### src/rtl/intr_arbiter.sv
// ============================================================================
// Module   : intr_arbiter
// Brief    : External-interrupt arbiter with request/claim/complete handshake.
//            Optional macro INTR_EDGE_EN selects edge-captured pending bits.
// Revision : 1.0  initial release
// ============================================================================
`default_nettype none

module intr_arbiter #(
    parameter int NUM_SRC    = 8,
    parameter int PRIO_W     = 3,
    parameter int CAUSE_BASE = 16
) (
    input  logic               clk_i,
    input  logic               rst_i,
    input  logic [NUM_SRC-1:0] src_i,
    input  logic               cfg_wr_i,
    input  logic [4:0]         cfg_addr_i,
    input  logic [15:0]        cfg_wdata_i,
    output logic [15:0]        cfg_rdata_o,
    output logic               m_ext_intr_o,
    output logic [30:0]        mcause_o,
    input  logic               p_int_read_i,
    input  logic               complete_i,
    output logic [3:0]         claim_id_o,
    output logic               busy_o
);

    typedef enum logic [1:0] {
        IDLE    = 2'd0,
        REQ     = 2'd1,
        SERVICE = 2'd2
    } state_t;

    state_t              state;
    state_t              state_next;
    logic [PRIO_W-1:0]   prio [NUM_SRC];
    logic [NUM_SRC-1:0]  enable;
    logic [PRIO_W-1:0]   threshold;
    logic [NUM_SRC-1:0]  pending;
    logic [3:0]          req_id;
    logic [3:0]          claim_id;
    logic [30:0]         mcause;
    logic [NUM_SRC-1:0]  cand;
    logic                win_valid;
    logic [3:0]          win_id;
    logic [PRIO_W-1:0]   win_prio;
    logic                req_cand;
    logic                take_req;
    logic                do_claim;

    // Upper write-data bits are architecturally don't-care.
    logic unused_wdata;
    assign unused_wdata = &{1'b0, cfg_wdata_i};

    always_ff @(posedge clk_i or posedge rst_i) begin
        if (rst_i) begin
            enable    <= '0;
            threshold <= '0;
            for (int i = 0; i < NUM_SRC; i++) prio[i] <= '0;
        end else if (cfg_wr_i) begin
            if (cfg_addr_i == 5'h10) enable <= cfg_wdata_i[NUM_SRC-1:0];
            if (cfg_addr_i == 5'h11) threshold <= cfg_wdata_i[PRIO_W-1:0];
            for (int i = 0; i < NUM_SRC; i++) begin
                if (cfg_addr_i == 5'(i)) prio[i] <= cfg_wdata_i[PRIO_W-1:0];
            end
        end
    end

    always_comb begin
        cfg_rdata_o = '0;
        if (cfg_addr_i == 5'h10) cfg_rdata_o[NUM_SRC-1:0] = enable;
        if (cfg_addr_i == 5'h11) cfg_rdata_o[PRIO_W-1:0] = threshold;
        for (int i = 0; i < NUM_SRC; i++) begin
            if (cfg_addr_i == 5'(i)) cfg_rdata_o[PRIO_W-1:0] = prio[i];
        end
    end

`ifdef INTR_EDGE_EN
    logic [NUM_SRC-1:0] src_prev;
    logic [NUM_SRC-1:0] clr_mask;

    always_comb begin
        clr_mask = '0;
        for (int i = 0; i < NUM_SRC; i++) begin
            if (do_claim && req_id == 4'(i)) clr_mask[i] = 1'b1;
        end
    end

    // A new rising edge beats the claim-clear of the same bit.
    always_ff @(posedge clk_i or posedge rst_i) begin
        if (rst_i) begin
            src_prev <= '0;
            pending  <= '0;
        end else begin
            src_prev <= src_i;
            pending  <= (pending & ~clr_mask) | (src_i & ~src_prev);
        end
    end
`else
    always_ff @(posedge clk_i or posedge rst_i) begin
        if (rst_i) pending <= '0;
        else       pending <= src_i;
    end
`endif

    always_comb begin
        cand      = '0;
        win_valid = 1'b0;
        win_id    = '0;
        win_prio  = '0;
        req_cand  = 1'b0;
        for (int i = 0; i < NUM_SRC; i++) begin
            cand[i] = pending[i] && enable[i] && (prio[i] > threshold)
                      && !(state == SERVICE && claim_id == 4'(i));
        end
        // Strict '>' keeps the lowest index on equal priority.
        for (int i = 0; i < NUM_SRC; i++) begin
            if (cand[i] && (!win_valid || prio[i] > win_prio)) begin
                win_valid = 1'b1;
                win_id    = 4'(i);
                win_prio  = prio[i];
            end
        end
        for (int i = 0; i < NUM_SRC; i++) begin
            if (req_id == 4'(i)) req_cand = cand[i];
        end
    end

    always_comb begin
        state_next = state;
        take_req   = 1'b0;
        do_claim   = 1'b0;
        case (state)
            IDLE: begin
                if (win_valid) begin
                    state_next = REQ;
                    take_req   = 1'b1;
                end
            end
            REQ: begin
                if (p_int_read_i) begin
                    state_next = SERVICE;
                    do_claim   = 1'b1;
                end else if (!req_cand) begin
                    state_next = IDLE;
                end
            end
            SERVICE: begin
                if (complete_i) state_next = IDLE;
            end
            default: state_next = IDLE;
        endcase
    end

    always_ff @(posedge clk_i or posedge rst_i) begin
        if (rst_i) begin
            state    <= IDLE;
            req_id   <= '0;
            claim_id <= '0;
            mcause   <= '0;
        end else begin
            state <= state_next;
            if (take_req) begin
                req_id <= win_id;
                mcause <= 31'(CAUSE_BASE) + 31'(win_id);
            end
            if (do_claim) claim_id <= req_id;
        end
    end

    assign m_ext_intr_o = (state == REQ);
    assign busy_o       = (state != IDLE);
    assign mcause_o     = mcause;
    assign claim_id_o   = claim_id;

endmodule

`default_nettype wire

### config.mk
export PLATFORM = sky130hd
export DESIGN_NAME = intr_arbiter
export DESIGN_NICKNAME = d
export VERILOG_FILES = /design/src/rtl/intr_arbiter.sv
export SDC_FILE = /design/constraint.sdc
export NUM_CORES = 1
export LEC_CHECK = 0
export CORE_MARGIN = 2
export CORE_UTILIZATION = 40
export DETAILED_ROUTE_END_ITERATION = 6
export PLACE_DENSITY_LB_ADDON = 0.15
export SYNTH_ARGS = -nofsm -noshare
export SYNTH_HDL_FRONTEND = slang
export SYNTH_SLANG_ARGS = --single-unit
### constraint.sdc
create_clock -name clk_i -period 12.65 [get_ports clk_i]
set_input_delay 2.53 -clock clk_i [delete_from_list [all_inputs] [get_ports clk_i]]
set_output_delay 2.53 -clock clk_i [all_outputs]
set_load 0.005 [all_outputs]
==> results by group, run 1 <==
Run status
  • Status: finished clean

Synthesis
  • FF+latch count, synth: 52
  • FFs w/ async S/R, synth: 1.000
  • Post-synth top cells: dfrtp_1 (52), ha_1 (45), mux2_2 (37)
  • Mapped Cells: around 430
  • Count of different cell masters after synthesis: 64
  • Netlist Area Pre-Place: 4214 µm²
  • Most area-hungry cell type in the Yosys netlist: dfrtp_1
  • Ys flop type: dfrtp_1
  • Yosys top cell area share: 0.3088
  • Post-synth EDFFs: 0
  • Most frequent cell after synthesis: dfrtp_1
  • Avg Cell Area, Syn: between 9 and 10 µm²
  • Syn. warnings: 0
  • Seq/Total Area, Yosys: 0.3088
  • Top cells by area, synth: dfrtp_1 (31%), ha_1 (13%), mux2_2 (9.9%), buf_4 (6.4%), nor2b_1 (3.0%)

Global route
  • Overflow after GRT: 0
  • Total track usage: 0.1995
  • First-pass GRT wire length: approximately 18,000 µm
  • Largest net degree at the start of global routing: 53
  • Vias in the first global route: about 3.3k
  • Initial antenna violation count: 0

Finish
  • Final core utilization: 0.4613
  • Layout area overhead: 12.50%
  • Nets: ~550
  • Share of layout cells above drive strength 1: 0.1663
  • Final instance area: 4741 µm²
  • Filler cell count: 996
  • Final Non-Filler Cells: slightly above 600
  • Diode count: 0

Pwr
  • Power density over the cells: approximately 150 nW/µm²
  • Maximum VDD drop: ~64 µV
  • Flop pwr share: 0.356
  • Switch Pwr: between 0.2 and 0.3 mW
  • Clock share of power: 0.148
  • Pint: 0.4102 mW
  • Comb pwr share: 0.497
  • Final Power: ~0.7 mW
  • Net Sw Frac: 0.4149
  • LEAKAGE: ~2.1 nW

Critical path
  • Nature of the critical path startpoint: flop
  • Reg-to-reg slack, setup: 0.97 ns
  • FF-to-FF path depth: between 50 and 60
  • Slowest cell on crit path: or3_1
  • Kind of end point of the critical path: flop
  • Critical path class: flop to flop
  • Crit path max-delay family: compound AO/OA/AOI/OAI gates
  • Worst r2r dst: mcause_o[2]
  • Worst stage delay on the critical path: approximately 0.44 ns
  • RR Startpoint: threshold[2]
  • Crit-path max FO: 9
  • Worst path arrival time: between 10 and 15 ns
  • CP required: 12.84 ns
  • Worst Path Buf+Inv: 2

Clock network
  • Max Root-Sink Buffers: 2
  • TritonCTS buffer count: 5
  • CTS Hold Bufs: 0
  • CTS root buf: clkbuf_8
  • CTS Sinks: 52
  • CTS tree: built
  • Clk slew on worst S/H paths: around 0.10 ns
  • # H-tree levels: 2
  • Clock insertion delay at the later pin of the skew report: about 0.32 ns

Min path
  • WHS Path Cells: 1
  • Hold crit path type: flop to flop
  • Hold EP: mcause_o[4]
  • Worst hold start: mcause_o[4]

STA
  • Final hold violations: 0
  • Final worst slack: ~0.97 ns
  • RSZ-0062 raised after global routing: false
  • F_max: 85.58 MHz
  • Fin crit share: 0.9237
  • Tmin final: ~12 ns
  • Slew margin rel.: 0.2764
  • Clock skew: roughly 0.0058 ns
  • WHS: 0.4756 ns
  • Worst-margin pin slew: about 1.1 ns
  • Setup TNS: 0 ns
  • Setup Viol. Count Final: 0
  • Slew Limit Fails: 0

Route
  • Via count: around 3.4k
  • Vias/cell: about 5.5
  • Drt drc: 0
  • Pre-antenna DRT Iters: 4
  • Detailed Route WL: around 11,000 µm
  • DR WL/cell: around 17 µm
  • Routed Antenna Nets: 0
  • Initial DRC count: 150

Floorplan
  • Die height: about 110 µm
  • Die span in x: ~110 µm
  • Full die area: approximately 11,000 µm²
  • Initial core utilization: 0.4100
  • Rows: 37
  • Core ar.: ~10,000 µm²
  • Io pins: slightly below 90

Placement
  • Placement-stage cell area: 4614 µm²
  • Dpl hpwl: slightly above 8000 µm
  • IO buf count: 42
  • RD Place Congestion: slightly above 0.8
  • Worst slack, placed: approximately 0.82 ns
  • Placed cells: around 600

Flow run
  • Max Cap Viol: 0
-- cell families (layout without fill, tap and decap cells) --
family	after synthesis	after routing	share of synthesized area
fa+ha+maj	45	45	0.1336
simple gates	113	113	0.1434
buf+inv	76	82	0.1039
mux	43	43	0.1250
other cells	1	36	0.0008899
flops	52	52	0.3088
compound gates	104	104	0.1844
-- state kept, by name, summed over array words and instances (netlist names) --
name	cells
prio	24
claim_id_o	3
req_id	2
enable	8
state	2
mcause_o	2
pending	8
threshold	3
-- power groups by stage --
stage / Sequential [mW] / Combinational [mW] / Clock (mW)
6_report: 0.249 / 0.348 / 0.104
5_1_grt: 0.257 / 0.395 / 0.116
4_1_cts: 0.249 / 0.343 / 0.108
3_5_place_dp: 0.252 / 0.341 / 0
3_3_place_gp: 0.251 / 0.329 / 0
2_1_floorplan: 0.234 / 0.256 / 0
-- how the worst max path moves through the flow --
stage,from,endpoint,cells past startpoint
final,threshold[2],mcause_o[2],57
after global routing,threshold[2],mcause_o[2],57
after CTS,threshold[2],mcause_o[2],59
after detailed placement,threshold[2],mcause_o[2],59
after global placement,threshold[2],mcause_o[2],59
after floorplan,threshold[2],mcause_o[2],59
-- layout make-up --
| cell class | instances | area [µm²] | area share |
|---|---|---|---|
| clock buffer | 6 | 72.57 | 0.01531 |
| multi-input combinational | 341 | 2628 | 0.5542 |
| clock inverter | 2 | 17.52 | 0.003695 |
| tap | 136 | 170.2 | 0.03589 |
| inverter | 29 | 108.9 | 0.02296 |
| sequential | 52 | 1301 | 0.2745 |
| timing repair buffer | 45 | 442.9 | 0.09343 |
-- cell usage in the layout, fill, tap and decap left out, drive strengths merged, types with 3 or more instances in the layout --
cell,netlist,layout
nand3,14,14
nor2b,20,20
inv,29,31
ha,45,45
a21o,6,6
a211oi,5,5
dfrtp,52,52
a32oi,4,4
mux2,37,37
o211ai,4,4
a21oi,13,13
nand2b,6,6
nor4,3,3
o22ai,3,3
o21a,11,11
a22o,3,3
nand2,29,29
nor2,19,19
mux4,4,4
and3,5,5
a22oi,6,6
nand3b,3,3
o21ai,21,21
buf,40,3
nand4,3,3
a31oi,8,8
clkdlybuf4s50,0,42
or3,3,3
or2,3,3
conb,1,36
clkbuf,7,6
-- timing repair --
| item | CTS | global route |
|---|---|---|
| setup buffers | 0 | 2 |
| gates resized for setup | 0 | 4 |
| setup endpoints to repair | 0 | 3 |
-- metal layers --
layer | share of wire | wire [µm] | track usage | vias to the layer above
met5 | 0 | 0 | 0 | -
met3 | 0.057 | 600 | 0.03647 | 21
met1 | 0.46 | 4820 | 0.2684 | 1602
met4 | 0.027 | 291 | 0.07885 | 0
met2 | 0.46 | 4873 | 0.3180 | 124
li1 | - | - | - | 1603
(Power assumes the default switching activity.)
==> inputs of run 2 (changes only) <==
--- a/config.mk
+++ b/config.mk
@@ -6,9 +6,9 @@
 export NUM_CORES = 1
 export LEC_CHECK = 0
 export CORE_MARGIN = 2
-export CORE_UTILIZATION = 40
+export CORE_UTILIZATION = 52
 export DETAILED_ROUTE_END_ITERATION = 6
-export PLACE_DENSITY_LB_ADDON = 0.15
+export PLACE_DENSITY = 0.81
 export SYNTH_ARGS = -nofsm -noshare
 export SYNTH_HDL_FRONTEND = slang
 export SYNTH_SLANG_ARGS = --single-unit
==> run 2 against run 1 <==
Combinational power shrank 1%. Critical path depth grew 1. Flip-flop and latch count is the same. Cell area shrank 1.2%. Largest cell class unchanged. Power grew 1.3%. Core utilization grew 14 points. Worst hold slack gained 0.0023 ns. Sequential share of layout area grew 0.34 points. Final cell count shrank 6.1%.
==> results by group, run 2 (synthesis results as in run 1) <==
STA
  • RSZ-0062 raised after global routing: false
  • Worst-margin pin slew: 1.062 ns
  • Tmin final: roughly 12 ns
  • Setup TNS: 0 ns
  • Fin crit share: 0.9207
  • F_max: around 86 MHz
  • Slew margin rel.: 0.2912
  • Final hold violations: 0
  • Slew Limit Fails: 0
  • Setup Viol. Count Final: 0
  • Clock skew: around 0.0053 ns

Floorplan
  • Die span in x: about 94 µm
  • Rows: 32
  • Core ar.: between 7000 and 8000 µm²
  • Full die area: between 8000 and 9000 µm²
  • Io pins: 87
  • Die height: about 94 µm
  • Initial core utilization: 0.5397

Placement
  • Placed cells: 566
  • RD Place Congestion: ~0.9
  • Dpl hpwl: ~7700 µm
  • IO buf count: 42

Global route
  • Top Usage Layer GRT: met2
  • Overflow after GRT: 0
  • Largest net degree at the start of global routing: 53
  • Vias in the first global route: 3,279
  • First-pass GRT wire length: about 16,000 µm
  • GRT met3 Usage: 0.04735
  • Met1 GRT Util: 0.3145
  • Total track usage: 0.2379
  • Global-route met2 utilization: 0.4018
  • Initial antenna violation count: 0

Critical path
  • Stages on worst setup path: a little under 60
  • RR Startpoint: threshold[2]
  • Worst r2r dst: mcause_o[2]
  • Critical Path End: mcause_o[2]
  • Worst path arrival time: about 12 ns
  • Slowest cell on crit path: o22ai_1
  • Worst stage delay on the critical path: 0.48 ns
  • Nature of the critical path startpoint: flop
  • Reg-to-reg slack, setup: ~1 ns
  • Critical path class: flop to flop
  • Worst Path Buf+Inv: 1
  • FF-to-FF path depth: between 50 and 60
  • Crit-path max FO: 11
  • Crit path max-delay family: compound AO/OA/AOI/OAI gates
  • CP required: between 10 and 15 ns
  • Worst Setup SP: threshold[2]
  • Kind of end point of the critical path: flop

Clock network
  • TritonCTS buffer count: 5
  • # H-tree levels: 2
  • Clk slew on worst S/H paths: ~0.090 ns
  • CTS Hold Bufs: 0
  • CTS tree: built
  • Postcts setup bufs: 0
  • CTS root buf: clkbuf_8
  • Clock insertion delay at the later pin of the skew report: approximately 0.3 ns
  • Max Root-Sink Buffers: 2
  • CTS Sinks: between 50 and 60

Pwr
  • Clock share of power: 0.165
  • Flop pwr share: 0.350
  • Power density over the cells: 151.6 nW/µm²
  • Pint: 0.4287 mW
  • Net Sw Frac: 0.3961
  • Comb pwr share: 0.485
  • Maximum VDD drop: ~73 µV
  • Switch Pwr: 0.2812 mW
  • LEAKAGE: 2.063 nW

Route
  • DR WL/cell: between 15 and 20 µm
  • Initial DRC count: 210
  • Via count: approximately 3.4k
  • Pre-antenna DRT Iters: 6
  • Drt drc: 0
  • Detailed Route WL: between 9000 and 10,000 µm
  • Vias/cell: between 5 and 6
  • Routed Antenna Nets: 0

Min path
  • Hold crit path type: flop to flop
  • Worst hold start: mcause_o[4]

Finish
  • Reg with most FFs: prio
  • Layout area overhead: 11.10%
  • Commonest non-fill, non-tap cells in the layout: dfrtp_1 (52), ha_1 (45), clkdlybuf4s50_1 (42)
  • Share of layout cells above drive strength 1: 0.1568
  • Storage cell area: between 1000 and 1500 µm²
  • Final Non-Filler Cells: roughly 570
  • Filler cell count: approximately 690
  • Nets: 550
  • Multi-input logic area: 2613 µm²
  • Most common cell after layout, fill and taps aside: dfrtp_1
  • Max FFs per register: 24
  • Biggest regs: prio (24), enable (8), pending (8)
  • Diode count: 0

Run status
  • Status: finished clean

Flow run
  • Max Cap Viol: 0
run 2: cell types whose count changed in the layout (fill, tap and decap cells not counted):
| cell | before | now |
|---|---|---|
| buf_4 | 3 | 0 |
| bufinv_16 | 0 | 1 |
| inv_6 | 2 | 1 |
| nor2_2 | 0 | 1 |
| nor2_4 | 1 | 0 |
| o21ai_1 | 0 | 1 |
| o21ai_2 | 1 | 0 |
| o22ai_1 | 1 | 2 |
| o22ai_2 | 2 | 1 |
run 2: how the worst min path moves through the flow:
stage / to / depth (start not counted)
after detailed placement: mcause_o[4] / 1
after CTS: mcause_o[4] / 1
final: mcause_o[4] / 1
after floorplan: mcause_o[4] / 1
after global placement: mcause_o[4] / 1
after global routing: mcause_o[4] / 1
run 2: layout make-up:
cell class,instances,share of cell area
clock buffer,6,0.01550
multi-input combinational,341,0.5580
sequential,52,0.2779
timing repair buffer,42,0.08979
clock inverter,2,0.008284
inverter,29,0.02325
tap,102,0.02726
run 2: worst register-to-register path: cells and delay by family, from the launching register on:
family          cells  cell delay [ns]
compound gates     32             6.11
fa+ha+maj           8             2.20
buf+inv             1             0.27
flops               1             0.41
simple gates       17             2.53
run 2: per-stage QoR:
step,power (mW),area [µm²],worst slack [ns],util,hold slack [ns]
2_1_floorplan,0.4901,4345,2.806,-,0.4590
5_1_grt,0.7678,4682,0.1470,0.5997,0.4996
3_3_place_gp,0.5707,4564,1.339,0.5846,0.4523
4_1_cts,0.7090,4676,0.9087,0.5989,0.4864
6_report,0.7098,4682,1.003,0.5997,0.4779
3_5_place_dp,0.5887,4564,1.040,0.5846,0.4634
run 2: repair_timing:
| action | 4_1_cts | 5_1_grt |
|---|---|---|
| setup endpoints to repair | 0 | 1 |
| endpoints found under the hold margin | 0 | 0 |
| resized for setup | 0 | 1 |
run 2: routing by layer:
metal	vias to the layer above	wire length, µm
met3	16	655
met2	154	4803
met4	0	164
met5	-	0
li1	1600	-
met1	1649	4275
run 2: power groups by stage:
stage / sequential [mW] / combinational (mW) / clock (mW)
after floorplan: 0.234 / 0.256 / 0
after global placement: 0.249 / 0.322 / 0
after detailed placement: 0.251 / 0.338 / 0
after CTS: 0.248 / 0.342 / 0.119
after global routing: 0.254 / 0.385 / 0.129
final: 0.248 / 0.344 / 0.117
==> inputs of run 3 (changes only) <==
--- a/config.mk
+++ b/config.mk
@@ -9,6 +9,7 @@
 export CORE_UTILIZATION = 52
 export DETAILED_ROUTE_END_ITERATION = 6
 export PLACE_DENSITY = 0.81
+export SLEW_MARGIN = 20
 export SYNTH_ARGS = -nofsm -noshare
 export SYNTH_HDL_FRONTEND = slang
 export SYNTH_SLANG_ARGS = --single-unit
==> run 3 against run 2 <==
Combinational power barely moved. Power hardly changed. Highest routed layer unchanged. Global-route usage stayed put. Sequential power about the same. Sequential share of layout area about the same. Critical path depth did not move. Register-to-register slack barely moved. Critical path type unchanged. Largest cell class unchanged. Cell area about the same. Clock skew did not move. Non-clock buffer count stayed put. First-iteration DRC count unchanged.
==> results by group, run 3 (synthesis results as in run 1) <==
Finish
  • Share of layout cells above drive strength 1: 0.1568
  • Final core utilization: 0.5998
  • Reg with most FFs: prio
  • Most common cell after layout, fill and taps aside: dfrtp_1
  • Commonest non-fill, non-tap cells in the layout: dfrtp_1 (52), ha_1 (45), clkdlybuf4s50_1 (42)
  • Diode count: 0
  • Final Non-Filler Cells: ~570
  • Layout area overhead: 11.13%
  • Final instance area: about 4700 µm²
  • Max FFs per register: 24
  • Biggest regs: prio (24), enable (8), pending (8)
  • Filler cell count: between 600 and 700
  • Nets: 550

Pwr
  • Pint: between 0.4 and 0.5 mW
  • Switch Pwr: around 0.28 mW
  • Power density over the cells: between 150 and 200 nW/µm²
  • Final Power: 0.7099 mW
  • Comb pwr share: 0.485
  • Net Sw Frac: 0.3961
  • Clock share of power: 0.165
  • Maximum VDD drop: between 70 and 80 µV
  • Flop pwr share: 0.350
  • LEAKAGE: around 2.1 nW

STA
  • Worst-margin pin slew: a little over 0.9 ns
  • Fin crit share: 0.9207
  • Clock skew: 0.005350 ns
  • F_max: ~86 MHz
  • Final hold violations: 0
  • Slew margin rel.: 0.3863
  • Setup Viol. Count Final: 0
  • Setup TNS: 0 ns
  • RSZ-0062 raised after global routing: false
  • Slew Limit Fails: 0
  • WHS: about 0.48 ns
  • Tmin final: roughly 12 ns
  • Final worst slack: between 1 and 1.5 ns

Floorplan
  • Die height: about 94 µm
  • Die span in x: between 90 and 100 µm
  • Full die area: about 8800 µm²
  • Initial core utilization: 0.5397
  • Core ar.: about 7800 µm²
  • Io pins: 87
  • Rows: 32

Clock network
  • # resized after CTS: 0
  • CTS root buf: clkbuf_8
  • CTS tree: built
  • CTS Sinks: 52
  • Clock insertion delay at the later pin of the skew report: about 0.3 ns
  • CTS Hold Bufs: 0
  • TritonCTS buffer count: 5
  • Clk slew on worst S/H paths: 0.09 ns
  • Max Root-Sink Buffers: 2
  • # H-tree levels: 2
  • Postcts setup bufs: 0

Global route
  • Total track usage: 0.2379
  • First-pass GRT wire length: 16,400 µm
  • Met1 GRT Util: 0.3145
  • Top Usage Layer GRT: met2
  • Overflow after GRT: 0
  • Initial antenna violation count: 0
  • Global-route met2 utilization: 0.4018
  • GRT met3 Usage: 0.04735
  • Vias in the first global route: 3,279
  • Largest net degree at the start of global routing: between 50 and 60

Route
  • Via count: between 3k and 4k
  • Pre-antenna DRT Iters: 6
  • Detailed Route WL: approximately 10000 µm
  • Vias/cell: ~6.0
  • Initial DRC count: 210
  • Drt drc: 0
  • DR WL/cell: around 17 µm
  • Routed Antenna Nets: 0

Placement
  • Worst slack, placed: approximately 1.0 ns
  • Dpl hpwl: between 7000 and 8000 µm
  • IO buf count: 42
  • Placement-stage cell area: between 4000 and 5000 µm²
  • RD Place Congestion: 0.9108
  • Placed cells: ~570

Min path
  • Hold crit path type: flop to flop

Critical path
  • Critical path class: flop to flop
  • Nature of the critical path startpoint: flop
  • Slowest cell on crit path: o22ai_1
  • Worst stage delay on the critical path: about 0.48 ns
  • Kind of end point of the critical path: flop
  • Worst Path Buf+Inv: 1
  • Crit path max-delay family: compound AO/OA/AOI/OAI gates
  • Worst path arrival time: between 10 and 15 ns
  • Crit-path max FO: 11
  • CP required: 12.83 ns

Flow run
  • Max Cap Viol: 0

Run status
  • Status: finished clean
run 3: worst paths after layout:
| kind | cells after the start | slack (ns) | start | to |
|---|---|---|---|---|
| worst max-delay path | 58 | 1.00 | threshold[2] | mcause_o[2] |
| worst min-delay path | 1 | 0.48 | mcause_o[4] | mcause_o[4] |
| worst max register to register | 58 | 1.00 | threshold[2] | mcause_o[2] |
| worst min register to register | 1 | 0.48 | mcause_o[4] | mcause_o[4] |
| max in group asynchronous | 2 | 9.43 | rst_i | enable[4] |
| min in group asynchronous | 2 | 2.69 | rst_i | enable[0] |
run 3: layer usage:
metal | up-vias | part of all wire
met2 | 154 | 0.49
met4 | 0 | 0.017
li1 | 1599 | -
met1 | 1649 | 0.43
met5 | - | 0
met3 | 16 | 0.066
run 3: worst register-to-register path: cells and delay by family (launching register included):
kind,cells,cell delay [ns]
buffers and inverters,1,0.27
flip-flops,1,0.41
AO/OA/AOI/OAI,32,6.11
adder cells (fa/ha/maj),8,2.20
AND/OR/NAND/NOR,17,2.53
run 3: final cells by class:
class,count,area [µm²],share of cell area
clock buffers,6,72.57,0.01550
clock inverters,2,38.79,0.008282
inverters,29,110.1,0.02351
multi-input cells,341,2613,0.5578
flip-flops and latches,52,1301,0.2779
well taps,102,127.6,0.02725
repair buffers,42,420.4,0.08977
run 3: power by group through the flow:
stage | Combinational, mW | Clock [mW] | Sequential, mW
6_report | 0.344 | 0.117 | 0.248
3_5_place_dp | 0.338 | 0 | 0.251
4_1_cts | 0.342 | 0.119 | 0.248
5_1_grt | 0.385 | 0.129 | 0.254
2_1_floorplan | 0.256 | 0 | 0.234
3_3_place_gp | 0.322 | 0 | 0.249
